`src/rtl/sdram_arbiter.sv`:
```
// Two-port round-robin request arbiter in front of sdram_controller.
// One command in flight at a time; read data is routed back to the issuing port.
module sdram_arbiter #(
  parameter int ADDR_W = 24,
  parameter int DATA_W = 16
) (
  input  logic              clk,
  input  logic              rst_n,
  input  logic              p0_req,
  input  logic              p0_rw,
  input  logic [ADDR_W-1:0] p0_addr,
  input  logic [DATA_W-1:0] p0_wdata,
  output logic              p0_ack,
  output logic [DATA_W-1:0] p0_rdata,
  output logic              p0_rdata_valid,
  input  logic              p1_req,
  input  logic              p1_rw,
  input  logic [ADDR_W-1:0] p1_addr,
  input  logic [DATA_W-1:0] p1_wdata,
  output logic              p1_ack,
  output logic [DATA_W-1:0] p1_rdata,
  output logic              p1_rdata_valid,
  output logic              busy,
  output logic              rw,
  output logic              rw_en,
  output logic [ADDR_W-1:0] f_addr,
  output logic [DATA_W-1:0] f2s_data,
  input  logic              ready,
  input  logic [DATA_W-1:0] s2f_data,
  input  logic              s2f_data_valid
);

  typedef enum logic [1:0] {
    IDLE      = 2'd0,
    ISSUE     = 2'd1,
    WAIT_READ = 2'd2
  } state_e;

  state_e              state_q, state_d;
  logic                last_grant_q, last_grant_d;
  logic                owner_q, owner_d;
  logic                rw_q, rw_d;
  logic                rw_en_q, rw_en_d;
  logic [ADDR_W-1:0]   f_addr_q, f_addr_d;
  logic [DATA_W-1:0]   f2s_data_q, f2s_data_d;
  logic [DATA_W-1:0]   p0_rdata_q, p0_rdata_d;
  logic [DATA_W-1:0]   p1_rdata_q, p1_rdata_d;
  logic                p0_rvalid_q, p0_rvalid_d;
  logic                p1_rvalid_q, p1_rvalid_d;
  logic                any_req_s;
  logic                grant_s;
  logic                accept_s;

  // Round-robin pick: on contention the port opposite the last grant wins.
  always_comb begin
    any_req_s = p0_req | p1_req;
    grant_s   = 1'b0;
    if (p0_req && p1_req) begin
      grant_s = ~last_grant_q;
    end else if (p1_req) begin
      grant_s = 1'b1;
    end else begin
      grant_s = 1'b0;
    end
  end

  assign accept_s = (state_q == ISSUE) & ready;

  // Next-state and command/return-path register updates.
  always_comb begin
    state_d      = state_q;
    last_grant_d = last_grant_q;
    owner_d      = owner_q;
    rw_d         = rw_q;
    rw_en_d      = rw_en_q;
    f_addr_d     = f_addr_q;
    f2s_data_d   = f2s_data_q;
    p0_rdata_d   = p0_rdata_q;
    p1_rdata_d   = p1_rdata_q;
    p0_rvalid_d  = 1'b0;
    p1_rvalid_d  = 1'b0;
    case (state_q)
      IDLE: begin
        if (any_req_s) begin
          rw_d         = grant_s ? p1_rw    : p0_rw;
          f_addr_d     = grant_s ? p1_addr  : p0_addr;
          f2s_data_d   = grant_s ? p1_wdata : p0_wdata;
          rw_en_d      = 1'b1;
          last_grant_d = grant_s;
          owner_d      = grant_s;
          state_d      = ISSUE;
        end else begin
          state_d = IDLE;
        end
      end
      ISSUE: begin
        if (ready) begin
          rw_en_d = 1'b0;
          state_d = rw_q ? WAIT_READ : IDLE;
        end else begin
          state_d = ISSUE;
        end
      end
      WAIT_READ: begin
        if (s2f_data_valid) begin
          if (owner_q) begin
            p1_rdata_d  = s2f_data;
            p1_rvalid_d = 1'b1;
          end else begin
            p0_rdata_d  = s2f_data;
            p0_rvalid_d = 1'b1;
          end
          state_d = IDLE;
        end else begin
          state_d = WAIT_READ;
        end
      end
      default: begin
        state_d = IDLE;
        rw_en_d = 1'b0;
      end
    endcase
  end

  // State and output registers; reset aborts any command without ack or data return.
  always_ff @(posedge clk or negedge rst_n) begin
    if (!rst_n) begin
      state_q      <= IDLE;
      last_grant_q <= 1'b1;
      owner_q      <= 1'b0;
      rw_q         <= 1'b0;
      rw_en_q      <= 1'b0;
      f_addr_q     <= {ADDR_W{1'b0}};
      f2s_data_q   <= {DATA_W{1'b0}};
      p0_rdata_q   <= {DATA_W{1'b0}};
      p1_rdata_q   <= {DATA_W{1'b0}};
      p0_rvalid_q  <= 1'b0;
      p1_rvalid_q  <= 1'b0;
    end else begin
      state_q      <= state_d;
      last_grant_q <= last_grant_d;
      owner_q      <= owner_d;
      rw_q         <= rw_d;
      rw_en_q      <= rw_en_d;
      f_addr_q     <= f_addr_d;
      f2s_data_q   <= f2s_data_d;
      p0_rdata_q   <= p0_rdata_d;
      p1_rdata_q   <= p1_rdata_d;
      p0_rvalid_q  <= p0_rvalid_d;
      p1_rvalid_q  <= p1_rvalid_d;
    end
  end

  assign p0_ack         = accept_s & ~owner_q;
  assign p1_ack         = accept_s & owner_q;
  assign busy           = (state_q != IDLE);
  assign rw             = rw_q;
  assign rw_en          = rw_en_q;
  assign f_addr         = f_addr_q;
  assign f2s_data       = f2s_data_q;
  assign p0_rdata       = p0_rdata_q;
  assign p1_rdata       = p1_rdata_q;
  assign p0_rdata_valid = p0_rvalid_q;
  assign p1_rdata_valid = p1_rvalid_q;

endmodule

```
`config.mk`:
```
export PLATFORM = sky130hd
export DESIGN_NAME = sdram_arbiter
export DESIGN_NICKNAME = d
export VERILOG_FILES = /design/src/rtl/sdram_arbiter.sv
export SDC_FILE = /design/constraint.sdc
export NUM_CORES = 1
export LEC_CHECK = 0
export CORE_ASPECT_RATIO = 0.6
export CORE_MARGIN = 1.5
export CORE_UTILIZATION = 40
export DETAILED_ROUTE_END_ITERATION = 7
export GPL_ROUTABILITY_DRIVEN = 1
export MAX_ROUTING_LAYER = met4
export PLACE_DENSITY_LB_ADDON = 0.12
export SYNTH_ARGS = -nofsm -noshare
export SYNTH_HDL_FRONTEND = slang
export SYNTH_SLANG_ARGS = --single-unit
```
`constraint.sdc`:
```
create_clock -name clk -period 3.4 [get_ports clk]
set_input_delay 0.85 -clock clk [delete_from_list [all_inputs] [get_ports clk]]
set_output_delay 0.85 -clock clk [all_outputs]
set_load 0.03 [all_outputs]
```
==> results of run 1 <==
==> synthesized netlist by cell type <==
master | count | area share, %
a21bo_1 | 1 | 0.27
a21oi_1 | 1 | 0.14
a31oi_1 | 1 | 0.17
a32o_1 | 1 | 0.27
and3_1 | 1 | 0.17
buf_2 | 7 | 0.96
buf_6 | 5 | 1.5
dfrtp_1 | 79 | 54
dfstp_2 | 1 | 0.72
inv_1 | 3 | 0.31
mux2_2 | 75 | 23
mux2_4 | 39 | 16
nand2_1 | 3 | 0.31
nand4b_1 | 1 | 0.24
nor2_1 | 3 | 0.31
nor2b_1 | 1 | 0.17
nor4bb_1 | 1 | 0.27
o21ai_0 | 2 | 0.27
o21ai_2 | 1 | 0.24
o2bb2ai_1 | 1 | 0.24
==> layer usage <==
layer	up-vias	GRT usage, %	share of wire (%)
li1	1188	-	-
met1	1231	22.6	43
met2	102	30.2	47
met3	11	7.82	8.7
met4	0	6.21	1.2
met5	-	-	0
==> flip-flops by register name (all words and copies together) (netlist names) <==
register / flops
f2s_data: 16
f_addr: 24
last_grant_q: 1
owner_q: 1
p0_rdata: 16
p0_rdata_valid: 1
p1_rdata: 16
p1_rdata_valid: 1
rw: 1
rw_en: 1
state_q: 2
==> area by class of cell <==
| class | instances | share of cell area [%] |
|---|---|---|
| timing repair buffer | 187 | 31.7 |
| multi-input combinational | 132 | 26.6 |
| clock inverter | 4 | 1.19 |
| sequential | 80 | 34.0 |
| inverter | 3 | 0.191 |
| tap | 112 | 2.38 |
| clock buffer | 11 | 3.95 |
==> cells by family (layout without fill, tap and decap cells) <==
| group | count (synthesis) | count (layout) | share of synthesized area, % |
|---|---|---|---|
| buf+inv | 15 | 205 | 2.81 |
| compound gates | 8 | 8 | 1.61 |
| flops | 80 | 80 | 54.9 |
| mux | 114 | 114 | 39.2 |
| simple gates | 10 | 10 | 1.47 |
==> power breakdown <==
| part | leakage (nW) | internal (mW) | switching, mW |
|---|---|---|---|
| Combinational | 1.46 | 1.46 | 1.53 |
| Sequential | 0.976 | 1.42 | 0.250 |
| Clock | 0.149 | 0.636 | 0.363 |
| Total | 2.59 | 3.52 | 2.14 |
==> how the worst max path moves through the flow <==
stage                from      to  cells past startpoint
floorplan           ready  p0_ack                      2
global placement    ready  p0_ack                      4
detailed placement  ready  p0_ack                      4
CTS                 ready  p0_ack                      4
global route        ready  p0_ack                      4
finish              ready  p0_ack                      4
==> tightest hold or removal path: stages, from the launching register on <==
cell and delay [ns]:
dfrtp_1 0.34, nand2_1 0.05, nand2_1 0.06
==> layout by cell type (no fill, tap or decap), drive strengths merged, types with 2 or more instances in the layout <==
cell type / synthesis / final
nand2: 3 / 3
nor2: 3 / 3
clkbuf: 0 / 11
mux2: 114 / 114
buf: 12 / 6
inv: 3 / 3
clkinv: 0 / 2
dfrtp: 79 / 79
clkdlybuf4s50: 0 / 181
bufinv: 0 / 2
o21ai: 3 / 3
==> metrics by stage <==
| stage | worst slack [ns] | util (%) | hold slack [ns] |
|---|---|---|---|
| 2_1_floorplan | 1.26 | - | 0.505 |
| 3_3_place_gp | 0.349 | 64.3 | 0.469 |
| 3_5_place_dp | 0.315 | 64.3 | 0.470 |
| 4_1_cts | 0.317 | 67.8 | 0.491 |
| 5_1_grt | 0.219 | 67.8 | 0.520 |
| 6_report | 0.317 | 67.8 | 0.487 |
==> summary.md, run 1 <==
The filler cells instantiated in the layout total 631. The tools report the weighted congestion at the end of routability-driven global placement as 0.724. After detailed routing, the average wire length per cell comes to 16.3 um.

For the number of vias after detailed routing, the log shows 2532. Subtracting the final worst setup slack from the clock period gives 3.08 ns. Setup violations remaining at the end of the flow were counted as 0. The data arrival at the endpoint of the critical path was 2.23 ns; the number of clock buffers inserted by TritonCTS was 9. Entering global routing, the biggest net connects 81 pins. The count of unresolved DRC violations after routing is 0. The setup check on the worst reg-to-reg path leaves a slack of 1.57 ns. The number of placement rows is 26. The tools report the data required time at the worst endpoint as 2.55 ns. The tools report the worst reg2reg path startpoint as last_grant_q.

The instance area after placement came out at 5590 sq um. The first global-routing pass estimated 13700 um of wire. The number of antenna violations at the first check in global routing was 0; the number of clock sinks was 80. For this run, the total global-route usage over all layers was measured as 19.2%. The number of I/O port buffers came out at 182. The critical path goes through clkdlybuf4s50_1 > nand2_1 > nor2_1 > clkdlybuf4s50_1. Setup repair after global routing left no endpoint under its margin. The biggest cell delay along the critical path is 0.69 ns, and the clock transition at the registers of the reported paths is 0.05 ns.

Counting every instance in the synthesized netlist gives 227. The starting density of the core is 42.0%, and the post-synthesis area per instance is 16.1 sq um. The tools report the cell count after placement as 514.

TritonCTS built the clock tree. The number of global-route vias before repair is 2703, and the sequential cell area in the final layout is 2000 sq um. The tools report the sequential cell area fraction in the yosys report as 54.9%. Yosys mapped the design onto 20 distinct sky130hd cell types. The cell area after layout was 5890 sq um; the maximum clock path buffer count was 2. The post-synthesis instance area is 3650 sq um, and the achievable clock frequency is 324 MHz.

The worst hold path terminates at rw_en. The floorplan die height came out at 77.0 um. Compared with the post-synthesis result, the final layout area differs by 61.5%. The H-tree generated during clock tree synthesis spans 3 levels. At the later pin of the worst-skew pair, clock insertion delay measures 0.34 ns. The most numerous cell type found on the critical path is clkdlybuf4s50_1. CTS placed an instance of clkbuf_16 at the clock tree root. The count of cells along the worst hold path was 2.

Among all stages on the critical path, the largest delay is contributed by clkdlybuf4s50_1. Clock skew on the completed layout was measured at 0.00795 ns. After layout, the design draws a total of 5.66 mW.

In this run the tightest slew margin relative to its limit is 33.7%. After the flow finishes, the layout carries non-filler instances totaling 529. After detailed routing, the total wire length is 8650 um. The type of the worst setup path is in -> out. The logs give 0 for the number of nets still failing antenna checks after routing and 0 for the post-cts gate resize count.

The worst hold path belongs to the class reg -> reg. The number of register bits inferred by synthesis works out to 80. The detailed-route vias per instance was 4.79; the highest fanout seen on the critical path was 5.

The number of antenna diodes is 0, and the width of the die is 126 um. Summing all multi-input logic gate instances after layout gives 1570 sq um. The tools report the final number of max-transition violations as 0. The actual slew at the worst max-slew pin came out at 0.994 ns. The total die area is 9720 sq um, and the post-DP HPWL is 6500 um.

For the post-CTS setup-driven buffer insertion count, the log shows 0. First-pass iteration count of the detailed router: 4. Dividing the final minimum period by the clock period gives 90.7%. The total of max-cap violations is 0. The number of cell instances on the worst register-to-register path was 4; the number of nets in the synthesized netlist was 331. The tools report the sort of element at the start of the critical path as an input pin. The count of final hold-check violations came out at 0. For this design the ratio of total power to cell area is 961 nW/um^2. 183 I/O pins were placed. In this run the most critical hold path is launched from rw_en.

The count of buffer and inverter cells on the critical path works out to 2. The cell type group with the largest total delay on the critical path is buffers and inverters. After routing, the total negative slack on setup checks comes to 0 ns. After the last flow step, the layout net total stands at 517. After clock tree synthesis, the flow added hold-fix buffers numbering 0. The logs give 0 for the global route total overflow and 8690 sq um for the total core area.

In the final layout, the share of cells above drive strength 1 is 32.9%. The number of warnings issued by yosys was 0. The worst register-to-register path ends at f2s_data[9]. VDD sags by at most 524 uV. In this run the static leakage power is 2.59 nW. STA classifies the critical path endpoint as a primary output. Number of design-rule violations left by the first detailed-router iteration: 143. The run finished with clean final reports.
No activity file was read; power rests on OpenSTA's default activity.
==> run 2, diff against run 1 <==
CAP_MARGIN = 15   (was unset)
GPL_TIMING_DRIVEN = 1   (was unset)
==> results of run 2 <==
Final layout, timing and power as in run 1 (identical DEF).
==> run 3, diff against run 2 <==
GPL_TIMING_DRIVEN = unset   (was 1)
==> results of run 3 <==
Final layout, timing and power as in run 1 (identical DEF).
